`config.mk`:
```
export PLATFORM = sky130hd
export DESIGN_NAME = seven_seg_capture_decoder
export DESIGN_NICKNAME = d
export VERILOG_FILES = /design/src/rtl/seven_seg_capture_decoder.sv
export SDC_FILE = /design/constraint.sdc
export NUM_CORES = 1
export LEC_CHECK = 0
export BUFFER_PORTS_ARGS = -buffer_cell sky130_fd_sc_hd__buf_2
export CAP_MARGIN = 30
export CORE_MARGIN = 2
export CORE_UTILIZATION = 60
export CTS_CLUSTER_SIZE = 40
export DETAILED_ROUTE_END_ITERATION = 12
export GPL_ROUTABILITY_DRIVEN = 0
export PLACE_DENSITY = 0.93
export SETUP_SLACK_MARGIN = 0.15
export SYNTH_ARGS = -nofsm -noshare
export SYNTH_HDL_FRONTEND = slang
export SYNTH_SLANG_ARGS = --single-unit
```
`constraint.sdc`:
```
create_clock -name clk -period 7.2 [get_ports clk]
set_input_delay 1.44 -clock clk [delete_from_list [all_inputs] [get_ports clk]]
set_output_delay 1.44 -clock clk [all_outputs]
set_load 0.1 [all_outputs]
```
`src/rtl/seven_seg_capture_decoder.sv`:
```
// seven_seg_capture_decoder: recovers hex digits from a scanned active-low 7-segment bus
module seven_seg_capture_decoder #(
  parameter int NUM_DIGITS    = 4,
  parameter int STABLE_CYCLES = 4
) (
  input  logic                    clk,
  input  logic                    reset_n,
  input  logic [6:0]              seg_in,
  input  logic [NUM_DIGITS-1:0]   dig_sel,
  input  logic                    clear,
  output logic [4*NUM_DIGITS-1:0] value_out,
  output logic [NUM_DIGITS-1:0]   blank_out,
  output logic                    frame_valid,
  output logic [NUM_DIGITS-1:0]   valid_mask,
  output logic                    err,
  output logic [2:0]              err_digit
);
  localparam logic [1:0] IDLE = 2'd0, SETTLE = 2'd1, DONE = 2'd2;
  logic [6:0]              seg_q;
  logic [NUM_DIGITS-1:0]   dig_q;
  logic [7:0]              cnt, cnt_nxt;
  logic [1:0]              state;
  logic [4*NUM_DIGITS-1:0] shadow_val, val_nxt;
  logic [NUM_DIGITS-1:0]   shadow_blank, blank_nxt, mask_nxt;
  logic                    ok, blank, onehot, changed, commit;
  logic [3:0]              nib;
  logic [2:0]              idx;
  // The sample being committed is always the incoming one; it equals seg_q/dig_q except
  // when a single stable cycle suffices, where it commits on its first sampling edge.
  assign changed = {seg_in, dig_sel} != {seg_q, dig_q};
  assign onehot  = (dig_sel != '0) && ((dig_sel & (dig_sel - 1'b1)) == '0);
  assign cnt_nxt = changed ? 8'd1 : (cnt == 8'hFF ? cnt : cnt + 8'd1);
  assign commit  = onehot && (changed || state != DONE) && cnt_nxt == 8'(STABLE_CYCLES);
  assign mask_nxt = valid_mask | dig_sel;
  // Segment pattern to nibble; 7F is a blank digit, anything unlisted is invalid
  always_comb begin
    ok = 1'b1;
    blank = 1'b0;
    nib = 4'h0;
    case (seg_in)
      7'h40: nib = 4'h0;
      7'h79: nib = 4'h1;
      7'h24: nib = 4'h2;
      7'h30: nib = 4'h3;
      7'h19: nib = 4'h4;
      7'h12: nib = 4'h5;
      7'h02: nib = 4'h6;
      7'h78: nib = 4'h7;
      7'h00: nib = 4'h8;
      7'h10: nib = 4'h9;
      7'h08: nib = 4'hA;
      7'h03: nib = 4'hB;
      7'h46: nib = 4'hC;
      7'h21: nib = 4'hD;
      7'h06: nib = 4'hE;
      7'h0E: nib = 4'hF;
      7'h7F: blank = 1'b1;
      default: ok = 1'b0;
    endcase
  end
  // Shadow frame with the strobed digit's slot replaced, plus that digit's index
  always_comb begin
    idx = '0;
    val_nxt = shadow_val;
    blank_nxt = shadow_blank;
    for (int i = 0; i < NUM_DIGITS; i++)
      if (dig_sel[i]) begin
        idx = 3'(i);
        val_nxt[4*i +: 4] = nib;
        blank_nxt[i] = blank;
      end
  end
  // Input registers, stability counter, run FSM, digit commit and frame publication
  always_ff @(posedge clk or negedge reset_n) begin
    if (!reset_n) begin
      seg_q <= 7'h7F;
      dig_q <= '0;
      cnt <= '0;
      state <= IDLE;
      shadow_val <= '0;
      shadow_blank <= '0;
      value_out <= '0;
      blank_out <= '0;
      frame_valid <= 1'b0;
      valid_mask <= '0;
      err <= 1'b0;
      err_digit <= '0;
    end else begin
      seg_q <= seg_in;
      dig_q <= dig_sel;
      frame_valid <= 1'b0;
      err <= 1'b0;
      if (clear) begin
        cnt <= '0;
        state <= IDLE;
        valid_mask <= '0;
      end else begin
        cnt <= cnt_nxt;
        state <= !onehot ? IDLE : commit ? DONE : (changed || state == IDLE) ? SETTLE : state;
        if (commit && ok) begin
          shadow_val <= val_nxt;
          shadow_blank <= blank_nxt;
          if (&mask_nxt) begin
            value_out <= val_nxt;
            blank_out <= blank_nxt;
            frame_valid <= 1'b1;
            valid_mask <= '0;
          end else
            valid_mask <= mask_nxt;
        end else if (commit) begin
          err <= 1'b1;
          err_digit <= idx;
          valid_mask <= valid_mask & ~dig_sel;
        end
      end
    end
  end
endmodule

```
==> flow_summary.yaml <==
critical_path:
  r2r_slack_ns: 3.84
  worstReg2RegEnd: "value_out[9]"
  worstPathRequired_ns: 7.50
  start_kind: "input pin"
  critical_path_class: "in -> reg"
  arrival_ns: 4.09
  crit_fanout: 24
  r2r_start: "cnt[0]"
  worstSetupEndpointType: "flop"
  worstRegToRegCells: 8
global_routing:
  overflow: 0
  grt_max_degree: 70
  grt_pass1_vias: 2626
  antenna_found_initial: 0
  grt_pass1_wl_mm: 13.0
  grt_use_total_pct: 25.9
detailed_routing:
  wirelength_mm: 7.98
  routed_via_density: 6.07
  drt_iter0_drc: 234
  drtPass1Iterations: 5
  vias: 2818
  ant_nets: 0
  avgRoutedWirePerCell_um: 17.2
  drc: 0
finish:
  nFillCells: 413
  final_common_cell: "dfrtp_1"
  finalInstanceArea_um2: 4050
  final_nets: 399
  final_cell_mix: "dfrtp_1, buf_2, nand2_1, nor2_1, mux2i_1"
  diodes: 0
  seqCellArea_um2: 1740
  drive_gt1_share_pct: 27.2
  areaGrowthSynthToFinish_pct: 10.3
  multiInputGateArea_um2: 1750
floorplan:
  dieArea_um2: 6760
  rows: 28
  core_area_um2: 5920
  boundaryPins: 43
  dieHeight_um: 82.2
  start_util_pct: 62.0
  die_w_um: 82.2
synth:
  syn-cell-area_um2: 3670
  synth_cell_types: 61
  syn_avg_cell_area_um2: 10.3
  yosysWarnings: 0
  netlist.area_leader.share_pct: 42.3
  yosysSeqAreaShare_pct: 47.3
  synth-xor-area-share_pct: 3.34
  synth_fa_ha_area_share_pct: 0.341
  synth.area.mux_share_pct: 11.0
  synth_compound_area_share_pct: 13.3
  synth-seq-cells: 69
  yosys.area.top_type: "dfrtp_1"
  synthArstFlopShare_pct: 100
  synthTopCellsByArea: "dfrtp_1, mux2_2, mux2i_1"
  synthCells: 355
  yosys.area_share.simple_pct: 19.7
  synth_top_family_by_area: "simple AND/OR/NAND/NOR gates"
  synthFlopType: "dfrtp_1"
  synth_edf_count: 0
  synth_fp_nets: 370
sta:
  fin_crit_sh_pct: 52.6
  finalSetupViolations: 0
  relSlewSlack_pct: 31.6
  period_minus_slack_ns: 3.79
  max_slew.worst_pin.slew_ns: 1.03
  fmaxAchievable_mhz: 264
  slew_viol_final: 0
  hold_violations: 0
  rsz0062_at_grt: "false"
  fin_tns_setup_ns: 0
  finalClockSkew_ns: 0.0116
clocking:
  cts-root-buf: "clkbuf_8"
  postCtsHoldBufs: 0
  htree_levels: 3
  cts_resized: 0
  clockBufferDepth: 2
  clkTransAtPathRegs_ns: 0.08
  cts_setup_buffers: 0
  cts_buffers: 9
  clock_sinks: 69
  cts_tree: "built"
  clk_latency_ns: 0.36
worst_hold_path:
  hold_path_class: "reg -> reg"
  hold_depth: 2
  min_from: "value_out[12]"
  whs_endpoint: "value_out[12]"
placed_design:
  dpl.hpwl_mm: 5.38
  placed_area_um2: 3840
  io_buffers: 41
power_and_ir_drop:
  powerDensity_nw_per_um2: 194
  ir_drop_mv: 0.119
  power_leakage_uw: 0.00191
run:
  maxCapViolations: 0
run_status:
  status: "finished, final reports clean"
routing by layer:
layer	GRT usage, %	share of wire, %	vias up	wire [um]
met3	4.13	4.8	22	382
met2	40.8	49	116	3890
met5	0	0	-	0
li1	-	-	1323	-
met1	34.7	43	1357	3470
met4	13.3	2.9	0	234
area by class of cell:
type                       count  area share, %
tap                           75           2.32
inverter                      12           1.11
sequential                    69           42.9
timing repair buffer          42           5.25
multi-input combinational    250           43.3
clock inverter                 6           1.73
clock buffer                  10           3.40
through the flow:
step                      util (%)  hold slack (ns)  instances  worst slack (ns)  power [uW]
after floorplan                  -            0.479        355              3.66         444
after global placement        64.9            0.467        448              3.20         461
after detailed placement      64.9            0.470        448              3.10         463
after CTS                     68.4            0.497        464              3.41         791
after global routing          68.4            0.518        464              3.11         814
final                         68.4            0.492        464              3.41         787
worst max-delay path, stage by stage:
cell and delay, ns:
buf_2 0.35, xnor2_1 0.17, nand4_1 0.20, a2111oi_4 0.48
and4_2 0.34, o2111ai_2 0.54, a211oi_1 0.44, a21o_1 0.12
sequential cells by signal, indices dropped and copies added, names as in the netlist:
| register | count |
|---|---|
| err | 1 |
| err_digit | 2 |
| cnt | 8 |
| shadow_val | 16 |
| state | 2 |
| seg_q | 7 |
| blank_out | 4 |
| frame_valid | 1 |
| value_out | 16 |
| dig_q | 4 |
| valid_mask | 4 |
| shadow_blank | 4 |
report_power, final:
part	leakage [uW]	internal [uW]	switching (uW)
Combinational	0.000914	18.1	44.1
Sequential	0.000902	393	1.88
Clock	0.0000951	171	159
Total	0.00191	582	205
cell families (layout without fill, tap and decap cells):
kind of cell               after synthesis  count (layout)
and+or+nand+nor                        126             126
AOI/OAI and AO/OA                       70              70
DFF                                     69              69
muxes                                   38              38
buffers and inverters                   36              70
xor gates and xnor gates                14              14
adders and majority gates                1               1
other                                    1               1
cell usage after synthesis (all sizes together) (8+ instances only):
master / count
dfrtp: 62
nand2: 36
nor2: 29
o21ai: 27
mux2i: 20
mux2: 18
buf: 15
nand3: 14
inv: 12
xnor2: 12
clkbuf: 9
a211oi: 8
worst max-delay path by stage:
stage                     from              end  slack (ns)  cells after the start
detailed placement  dig_sel[3]    value_out[13]        3.10                      8
global placement     seg_in[4]     value_out[9]        3.20                      8
global route        dig_sel[3]     value_out[9]        3.11                      8
floorplan            seg_in[5]  shadow_blank[2]        3.66                      8
CTS                 dig_sel[3]    value_out[13]        3.41                      8
finish              dig_sel[3]     value_out[9]        3.41                      8
Power figures use the tool's default switching activity.
